`config.mk`:
```
export PLATFORM = sky130hd
export DESIGN_NAME = division_pipe_ctrl
export DESIGN_NICKNAME = d
export VERILOG_FILES = /design/src/rtl/division_pipe_ctrl_pkg.sv /design/src/rtl/division_pipe_ctrl_div_step.sv /design/src/rtl/division_pipe_ctrl.sv
export SDC_FILE = /design/constraint.sdc
export NUM_CORES = 1
export LEC_CHECK = 0
export ABC_CLOCK_PERIOD_IN_PS = 3270
export BUFFER_PORTS_ARGS = -buffer_cell sky130_fd_sc_hd__buf_2
export CORE_AREA = 3 3 103 105
export CTS_CLUSTER_SIZE = 20
export DETAILED_ROUTE_END_ITERATION = 6
export DIE_AREA = 0 0 106 108
export GPL_TIMING_DRIVEN = 0
export HOLD_SLACK_MARGIN = 0.03
export PLACE_DENSITY = 0.71
export SLEW_MARGIN = 10
export SYNTH_ARGS = -nofsm -noshare
export SYNTH_HDL_FRONTEND = slang
export SYNTH_HIERARCHICAL = 1
export SYNTH_SLANG_ARGS = --single-unit
```
`constraint.sdc`:
```
create_clock -name clk -period 3.27 [get_ports clk]
set_input_delay 0.4905 -clock clk [delete_from_list [all_inputs] [get_ports clk]]
set_output_delay 0.4905 -clock clk [all_outputs]
set_load 0.01 [all_outputs]
```
`src/rtl/division_pipe_ctrl_pkg.sv`:
```
// Shared state encoding, default sizing and width helpers for the iterative
// restoring divider and its combinational step.
package division_pkg;

    typedef enum logic [1:0] {
        IDLE,
        CALC,
        OUTPUT
    } state_t;

    localparam int DEF_DIVIDEND_W = 10;
    localparam int DEF_DIVISOR_W  = 3;
    localparam int DEF_FRAC_W     = 10;

    // Quotient width: integer dividend bits plus fractional bits.
    function automatic int quot_width(input int dividend_w, input int frac_w);
        return dividend_w + frac_w;
    endfunction

    // Step counter must be able to hold the full quotient width itself.
    function automatic int cnt_width(input int qw);
        return $clog2(qw + 1);
    endfunction

endpackage

```
`src/rtl/division_pipe_ctrl_div_step.sv`:
```
// One restoring-division step: shift the next dividend bit into the partial
// remainder and subtract the divisor when the result stays non-negative.
module div_step #(
    parameter int DIVISOR_W = 3
) (
    input  logic [DIVISOR_W:0]   rem,
    input  logic                 bit_in,
    input  logic [DIVISOR_W-1:0] divisor,
    output logic [DIVISOR_W:0]   rem_next,
    output logic                 q_bit
);

    logic [DIVISOR_W+1:0] shifted;

    always_comb begin
        shifted  = {rem, bit_in};
        q_bit    = (shifted >= {2'b00, divisor});
        rem_next = q_bit ? (DIVISOR_W+1)'(shifted - {2'b00, divisor})
                         : shifted[DIVISOR_W:0];
    end

endmodule

```
`src/rtl/division_pipe_ctrl.sv`:
```
// Iterative fixed-point divider with ready/valid handshakes on both sides,
// one quotient bit per cycle, optional early exit and divide-by-zero flag.
module division_pipe_ctrl
    import division_pkg::*;
#(
    parameter int DIVIDEND_W = DEF_DIVIDEND_W,
    parameter int DIVISOR_W  = DEF_DIVISOR_W,
    parameter int FRAC_W     = DEF_FRAC_W,
    parameter bit EARLY_EXIT = 1'b1
) (
    input  logic                         clk,
    input  logic                         rst_n,
    input  logic                         in_valid,
    output logic                         in_ready,
    input  logic [DIVIDEND_W-1:0]        in_data_1,
    input  logic [DIVISOR_W-1:0]         in_data_2,
    output logic                         out_valid,
    input  logic                         out_ready,
    output logic [DIVIDEND_W+FRAC_W-1:0] out_data,
    output logic [DIVISOR_W-1:0]         out_rem,
    output logic                         out_div0
);

    localparam int QW    = quot_width(DIVIDEND_W, FRAC_W);
    localparam int CNT_W = cnt_width(QW);

    state_t               state;
    state_t               state_next;
    logic [QW-1:0]        ext;
    logic [QW-1:0]        quot;
    logic [DIVISOR_W:0]   rem;
    logic [DIVISOR_W-1:0] divisor;
    logic [CNT_W-1:0]     count;

    logic [DIVISOR_W:0]   step_rem;
    logic                 step_q;
    logic [QW-1:0]        quot_next;
    logic [CNT_W-1:0]     count_next;
    logic                 calc_done;

    div_step #(
        .DIVISOR_W (DIVISOR_W)
    ) u_step (
        .rem      (rem),
        .bit_in   (ext[QW-1]),
        .divisor  (divisor),
        .rem_next (step_rem),
        .q_bit    (step_q)
    );

    // Early exit is legal once the remainder is zero and no dividend bits remain.
    always_comb begin
        quot_next  = QW'({quot, step_q});
        count_next = count - CNT_W'(1);
        calc_done  = (count_next == '0) ||
                     (EARLY_EXIT && (step_rem == '0) && (ext[QW-2:0] == '0));
    end

    always_ff @(posedge clk or negedge rst_n) begin
        if (!rst_n) begin
            state <= IDLE;
        end else begin
            state <= state_next;
        end
    end

    always_comb begin
        state_next = state;
        in_ready   = 1'b0;
        case (state)
            IDLE: begin
                in_ready = 1'b1;
                if (in_valid) begin
                    state_next = (in_data_2 == '0) ? OUTPUT : CALC;
                end
            end
            CALC: begin
                if (calc_done) begin
                    state_next = OUTPUT;
                end
            end
            OUTPUT: begin
                if (out_valid && out_ready) begin
                    state_next = IDLE;
                end
            end
            default: state_next = IDLE;
        endcase
    end

    // A divide-by-zero enters OUTPUT with out_valid still low, so it appears one cycle later.
    always_ff @(posedge clk or negedge rst_n) begin
        if (!rst_n) begin
            ext       <= '0;
            quot      <= '0;
            rem       <= '0;
            divisor   <= '0;
            count     <= '0;
            out_valid <= 1'b0;
            out_data  <= '0;
            out_rem   <= '0;
            out_div0  <= 1'b0;
        end else begin
            case (state)
                IDLE: begin
                    if (in_valid) begin
                        if (in_data_2 == '0) begin
                            out_data <= '1;
                            out_rem  <= '0;
                            out_div0 <= 1'b1;
                        end else begin
                            ext     <= {in_data_1, {FRAC_W{1'b0}}};
                            rem     <= '0;
                            quot    <= '0;
                            divisor <= in_data_2;
                            count   <= CNT_W'(QW);
                        end
                    end
                end
                CALC: begin
                    rem   <= step_rem;
                    quot  <= quot_next;
                    ext   <= ext << 1;
                    count <= count_next;
                    if (calc_done) begin
                        out_data  <= quot_next << count_next;
                        out_rem   <= step_rem[DIVISOR_W-1:0];
                        out_div0  <= 1'b0;
                        out_valid <= 1'b1;
                    end
                end
                OUTPUT: begin
                    if (!out_valid) begin
                        out_valid <= 1'b1;
                    end else if (out_ready) begin
                        out_valid <= 1'b0;
                    end
                end
                default: ;
            endcase
        end
    end

endmodule

```
Word-level counts from Yosys, hierarchy flattened
Cells that the tools add are included.
Word-level totals
  flip-flop bits (word level): 78
  output and inout bits: 26
  logic and storage cells: 72
Operators by class
  order comparisons: 1
  reduce and logical (&&, ||, !) cells: 15
  add/sub/neg operators: 2
  bitwise gates (word level): 1
  equality and inequality tests: 7
  shift-type cells: 1
  mux-type cells: 35
Operators by type and width (count)
  $mux 20: 5
  $pmux 20 s2: 2
  $mux 19: 2
  $pmux 19 s2: 1
  $shl 20x5->20: 1
  $logic_not 19->1: 1
  $mux 4: 3
  $mux 5: 2
  $ne 2x2->1 const B: 5
  $pmux 5 s2: 1
  $mux 3: 3
  $reduce_and 3->1: 3
  $mux 2: 4
  $pmux 4 s2: 1
  $mux 1: 7
  $pmux 2 s3: 1
  $pmux 3 s2: 1
  $ge 5x3->1: 1
  $logic_not 5->1: 1
  $sub 5x1->5 const B: 1
  $logic_not 4->1: 1
  $pmux 1 s2: 2
  $reduce_and 4->1: 1
  $reduce_bool 2->1: 2
  9 further kinds: 10

Depth between registers and ports, before layout
  depth after elaboration: 7
  depth in mapped cells: 13

Cells and area by module
Netlist, hierarchy kept.
By module, submodules not included
  division_pipe_ctrl: instances 1, area each 3713.6 um^2, sequential area each 1701.6 um^2, cells each 334
  div_step: instances 1, area each 177.7 um^2, sequential area each 0.0 um^2, cells each 20

Least setup slack after synthesis
Ideal clock, no wire load.
  path kind: register to register
  from: register rem[1]
  to: register out_data[8]
  library setup time: 0.125 ns
  cell stages (with the launch flop): 13
  setup slack: 0.112 ns
  data arrival time: 3.033 ns
  path buffers: 2
  clock period less this slack: 3.158 ns
  cells stage by stage: dfrtp_1 > ha_1 > a21oi_2 > o21ai_2 > or3b_1 > buf_6 > mux2_4 > nor3_1 > a41oi_1 > o21a_1 > nor2_1 > clkbuf_1 > mux2_2
On the way
  longest elaborated chain between the ends: 7
  elaborated cells between the ends (all ways): 11
  those cells by class: 1 x add/sub; 1 x order compare; 1 x eq/ne; 1 x shift; 3 x mux; 4 x reduce/logical
RTL lines
  start, declared: RTL line division_pipe_ctrl.sv:31  | logic [DIVISOR_W:0] rem;
  start signal, assigned: RTL line division_pipe_ctrl.sv:121  | rem <= step_rem;
  $ge 5x3->1: RTL line division_pipe_ctrl_div_step.sv:17  | q_bit = (shifted >= {2'b00, divisor});
  via step_q: RTL line division_pipe_ctrl.sv:36  | logic step_q;
  $mux 4: RTL line division_pipe_ctrl_div_step.sv:18  | rem_next = q_bit ? (DIVISOR_W+1)'(shifted - {2'b00, divisor})
  via step_rem[2]: RTL line division_pipe_ctrl.sv:35  | logic [DIVISOR_W:0] step_rem;
  $logic_not 4->1: RTL line division_pipe_ctrl.sv:56  | (EARLY_EXIT && (step_rem == '0) && (ext[QW-2:0] == '0));
  $logic_and 1x1->1: RTL line division_pipe_ctrl.sv:56
  $logic_or 1x1->1: RTL line division_pipe_ctrl.sv:55  | calc_done = (count_next == '0) ||
  $ne 2x2->1 (no source line)
  $reduce_and 4->1 (no source line)
  end signal, assigned: RTL line division_pipe_ctrl.sv:126  | out_data <= quot_next << count_next;
  end, declared: RTL line division_pipe_ctrl.sv:19  | output logic [DIVIDEND_W+FRAC_W-1:0] out_data,
The timed path passes the listed nets, and every way through them passes these cells. The select of a mux whose other input is x is not followed.
A chain may end at the register's enable or synchronous reset.

Worst setup path in the final report
  from: register divisor[1]
  to: register out_data[10]
On the way
  longest elaborated chain between the ends: 7
  elaborated cells between the ends (all ways): 11
  those cells by class: 1 x add/sub; 1 x order compare; 1 x eq/ne; 1 x shift; 3 x mux; 4 x reduce/logical
RTL lines
  start, declared: RTL line division_pipe_ctrl.sv:32  | logic [DIVISOR_W-1:0] divisor;
  start signal, assigned: RTL line division_pipe_ctrl.sv:115  | divisor <= in_data_2;
  $ge 5x3->1: RTL line division_pipe_ctrl_div_step.sv:17
  via step_q: RTL line division_pipe_ctrl.sv:36
  $mux 4: RTL line division_pipe_ctrl_div_step.sv:18
  via step_rem[2]: RTL line division_pipe_ctrl.sv:35
  $logic_not 4->1: RTL line division_pipe_ctrl.sv:56
  $logic_and 1x1->1: RTL line division_pipe_ctrl.sv:56
  $logic_or 1x1->1: RTL line division_pipe_ctrl.sv:55
  $ne 2x2->1 (no source line)
  $reduce_and 4->1 (no source line)
The timed path passes the listed nets, and every way through them passes these cells. The select of a mux whose other input is x is not followed.

==> flow_summary.ini <==
[clock_network]
clkSlewWorstSetupHoldPaths_ns = 0.08
clock_sink_count = 68
worst_skew_pair.late_latency_ns = 0.36
clk_path_buf_depth = 2
cts_tree = built
root_buffer = clkbuf_8
numCtsBuffers = 9
htreeDepth = 3

[timing]
slew_headroom_pct = 34.8
period_needed_ns = 3.10
tightest_slew_ns = 0.971
fin_crit_sh_pct = 94.7
tns_ns = 0
whs_ns = 0.0599
skew_ns = 0.0101
fin_ws_ns = 0.174
report.final.hold_viol_count = 0
setup_viol = 0
slew_violations = 0
fmax_mhz = 323

[synth]
ys_types = 55
syn_inst = 354
ys.flop_type = dfrtp_1
synth_edf_count = 0
avgSynthCellArea_um2 = 11.0
synth_top_family_by_area = multiplexers
synth_xor_area_share_pct = 1.32
synth.largest_area_cell = dfrtp_1
synth.top_cell.area_share_pct = 43.7
netlist_area_mm2 = 0.00389
synth-seq-cells = 68
async_flop_share_pct = 100
synth_compound_area_share_pct = 18.5
synth_fa_ha_area_share_pct = 2.12
yosysSeqAreaShare_pct = 43.7
synth.top_cells.by_area = dfrtp_1 (44%), mux2i_1 (8.7%), mux4_2 (6.9%)
synthSimpleGateAreaFrac_pct = 10.3
synthesis.nets = 377
ys_warn_count = 6
synthMuxAreaShare_pct = 19.5

[pwr]
power_frac_clock_pct = 14.4
sequentialPowerShare_pct = 27.0
leakagePower_uw = 0.00195
p_switching_uw = 2170
combPwrFrac_pct = 58.5
ir_worst_vdd_mv = 0.312
cellPowerDensity_mw_per_mm2 = 1070
intPower_uw = 2770
switching_share_pct = 43.9

[floorplanning]
num_rows = 36
die_w_um = 106
initial_core_util_pct = 40.0
die_y_um = 108
dieArea_mm2 = 0.0114
io_pins = 43
core_area_mm2 = 0.00973

[setup_path]
r2r_slack_ns = 0.17
cp_top_family = simple AND/OR/NAND/NOR gates
required_ns = 3.50
cp_max_fo = 7
cp_common_cell = buf_6
path_class = reg2reg
cp-end-kind = register
critPathMaxStageDelay_ns = 0.40
cp.arrival_ns = 3.33
cp_num_buf_inv = 3
cpMaxStageDelayCell = dfrtp_1
path_cells = inv_1 > ha_1 > a31oi_1 > or3b_1 > buf_6 > mux2_4 > nor3_2 > a41oi_2 > o21a_1 > nor2_2 > buf_6 > mux2_1
start_kind = register

[placed_design]
gp_congestion = 0.917
dpl_cell_area_mm2 = 0.00429
dp_slack_ns = -0.298
dp_hpwl_um = 7000
port_buffers = 42

[drt]
drc = 0
postRouteAntennaNets = 0
wl_per_cell_um = 17.3
vias_per_cell = 5.61
vias = 3093
dr.pass1.iters = 4
first_iter_violations = 148
drt_wl_total_um = 9540

[finish]
regArea_mm2 = 0.00170
fillerInstances = 915
final_nets = 436
n_antenna_cell = 0
layout-drive-gt1-share_pct = 28.5
multi_input_area_mm2 = 0.00207
area_delta_synth_final_pct = 18.2
final_area_mm2 = 0.00460

[global_route]
first_global_vias = 3069
grt_pass1_wl_um = 15800
grtUsageTotal_pct = 17.3
grt_max_degree = 37
antenna_found_initial = 0
grt_remaining_overflow = 0

[outcome]
run_status = finished clean

[min_path]
hp-class = in2async

[job]
maxCapViolations = 0
[cell usage after synthesis (all sizes together) (2+ instances only)]
master,n
a21o,2
a21oi,6
a22o,26
a22oi,2
a31oi,7
buf,13
clkbuf,13
dfrtp,68
ha,5
inv,10
mux2,13
mux2i,34
mux4,12
nand2,32
nand2b,4
nand3,5
nor2,22
nor2b,4
nor3,4
nor4,2
o211ai,2
o21a,2
o21ai,21
o221ai,4
o22a,11
o22ai,6
o32a,3
or2,2
or3,2
xnor2,3
xor2,2
[sequential cells by signal, summed over array words and instances (netlist names)]
signal / cells
count: 5
divisor: 3
ext: 10
out_data: 20
out_div0: 1
out_rem: 3
out_valid: 1
quot: 19
rem: 4
state: 2
[per-stage QoR]
stage | util (%) | total power (uW) | instances
after global routing | 47.3 | 5300 | 551
after CTS | 46.5 | 4830 | 546
after detailed placement | 44.1 | 4060 | 530
final | 47.3 | 4940 | 551
after global placement | 43.9 | 3990 | 529
after floorplan | - | 3380 | 354
[logic make-up (layout without fill, tap and decap cells)]
logic type,after synthesis,in the layout
adders and majority gates,6,6
buffers and inverters,36,100
and+or+nand+nor,84,84
muxes,59,59
DFF,68,68
AOI/OAI and AO/OA,96,96
xor gates and xnor gates,5,5
[timing repair]
action                     in CTS  in global routing
resized for setup               8                 13
setup buffers                   0                  5
setup endpoints to repair      20                 24
hold buffers                    0                  0
pin swaps                       1                  7
[placed cells by master, fill, tap and decap left out, types with 4 or more instances in the layout]
cell type,netlist,routed
buf_4,1,9
a21oi_1,5,5
buf_2,5,44
nor2_1,22,21
buf_6,4,5
inv_1,9,8
nand2_1,32,32
mux4_2,12,12
nor2b_1,4,4
o21ai_0,19,19
o22ai_1,6,6
mux2i_1,34,33
o22a_1,11,11
mux2_2,10,10
clkbuf_1,13,12
a22o_1,26,26
o221ai_1,4,4
ha_1,5,4
clkbuf_8,0,11
nand3_1,5,5
a31oi_1,7,7
dfrtp_1,68,68
[cell type report]
cell class	count	share of cell area [%]
well taps	133	3.62
repair buffers	48	5.87
plain buffers	26	3.37
clock buffers	12	3.37
inverters	10	0.816
multi-input cells	250	44.9
flip-flops and latches	68	37.0
clock inverters	4	1.03
[worst reg2reg max path, stage by stage, from the launching register on]
cell,delay [ns]
dfrtp_1,0.40
inv_1,0.08
ha_1,0.29
a31oi_1,0.17
or3b_1,0.38
buf_6,0.15
mux2_4,0.33
nor3_2,0.21
a41oi_2,0.17
o21a_1,0.18
nor2_2,0.14
buf_6,0.15
mux2_1,0.32
[routing by layer]
| metal | track usage (%) | part of all wire [%] |
|---|---|---|
| met1 | 24.0 | 46 |
| met2 | 27.5 | 47 |
| met3 | 3.46 | 5.1 |
| met4 | 5.37 | 2.0 |
| met5 | 0 | 0 |
[final timing paths]
kind,start,end,depth (start not counted)
max in group asynchronous,rst_n,count[2]$_DFFE_PN0P_,2
min in group clk,in_data_2[2],divisor[2]$_DFFE_PN0P_,2
max reg2reg,divisor[1]$_DFFE_PN0P_,out_data[10]$_DFFE_PN0P_,12
min,rst_n,ext[10]$_DFFE_PN0P_,1
min reg2reg,ext[19]$_DFFE_PN0P_,ext[19]$_DFFE_PN0P_,2
max,divisor[1]$_DFFE_PN0P_,out_data[10]$_DFFE_PN0P_,12
[power by group through the flow]
stage          logic [uW]  registers [uW]  clock network (uW)
3_5_place_dp         2720            1340                   0
3_3_place_gp         2650            1330                   0
2_1_floorplan        2040            1340                   0
5_1_grt              3160            1380                 755
4_1_cts              2780            1330                 720
6_report             2890            1340                 713
No activity file was read; power rests on OpenSTA's default activity.
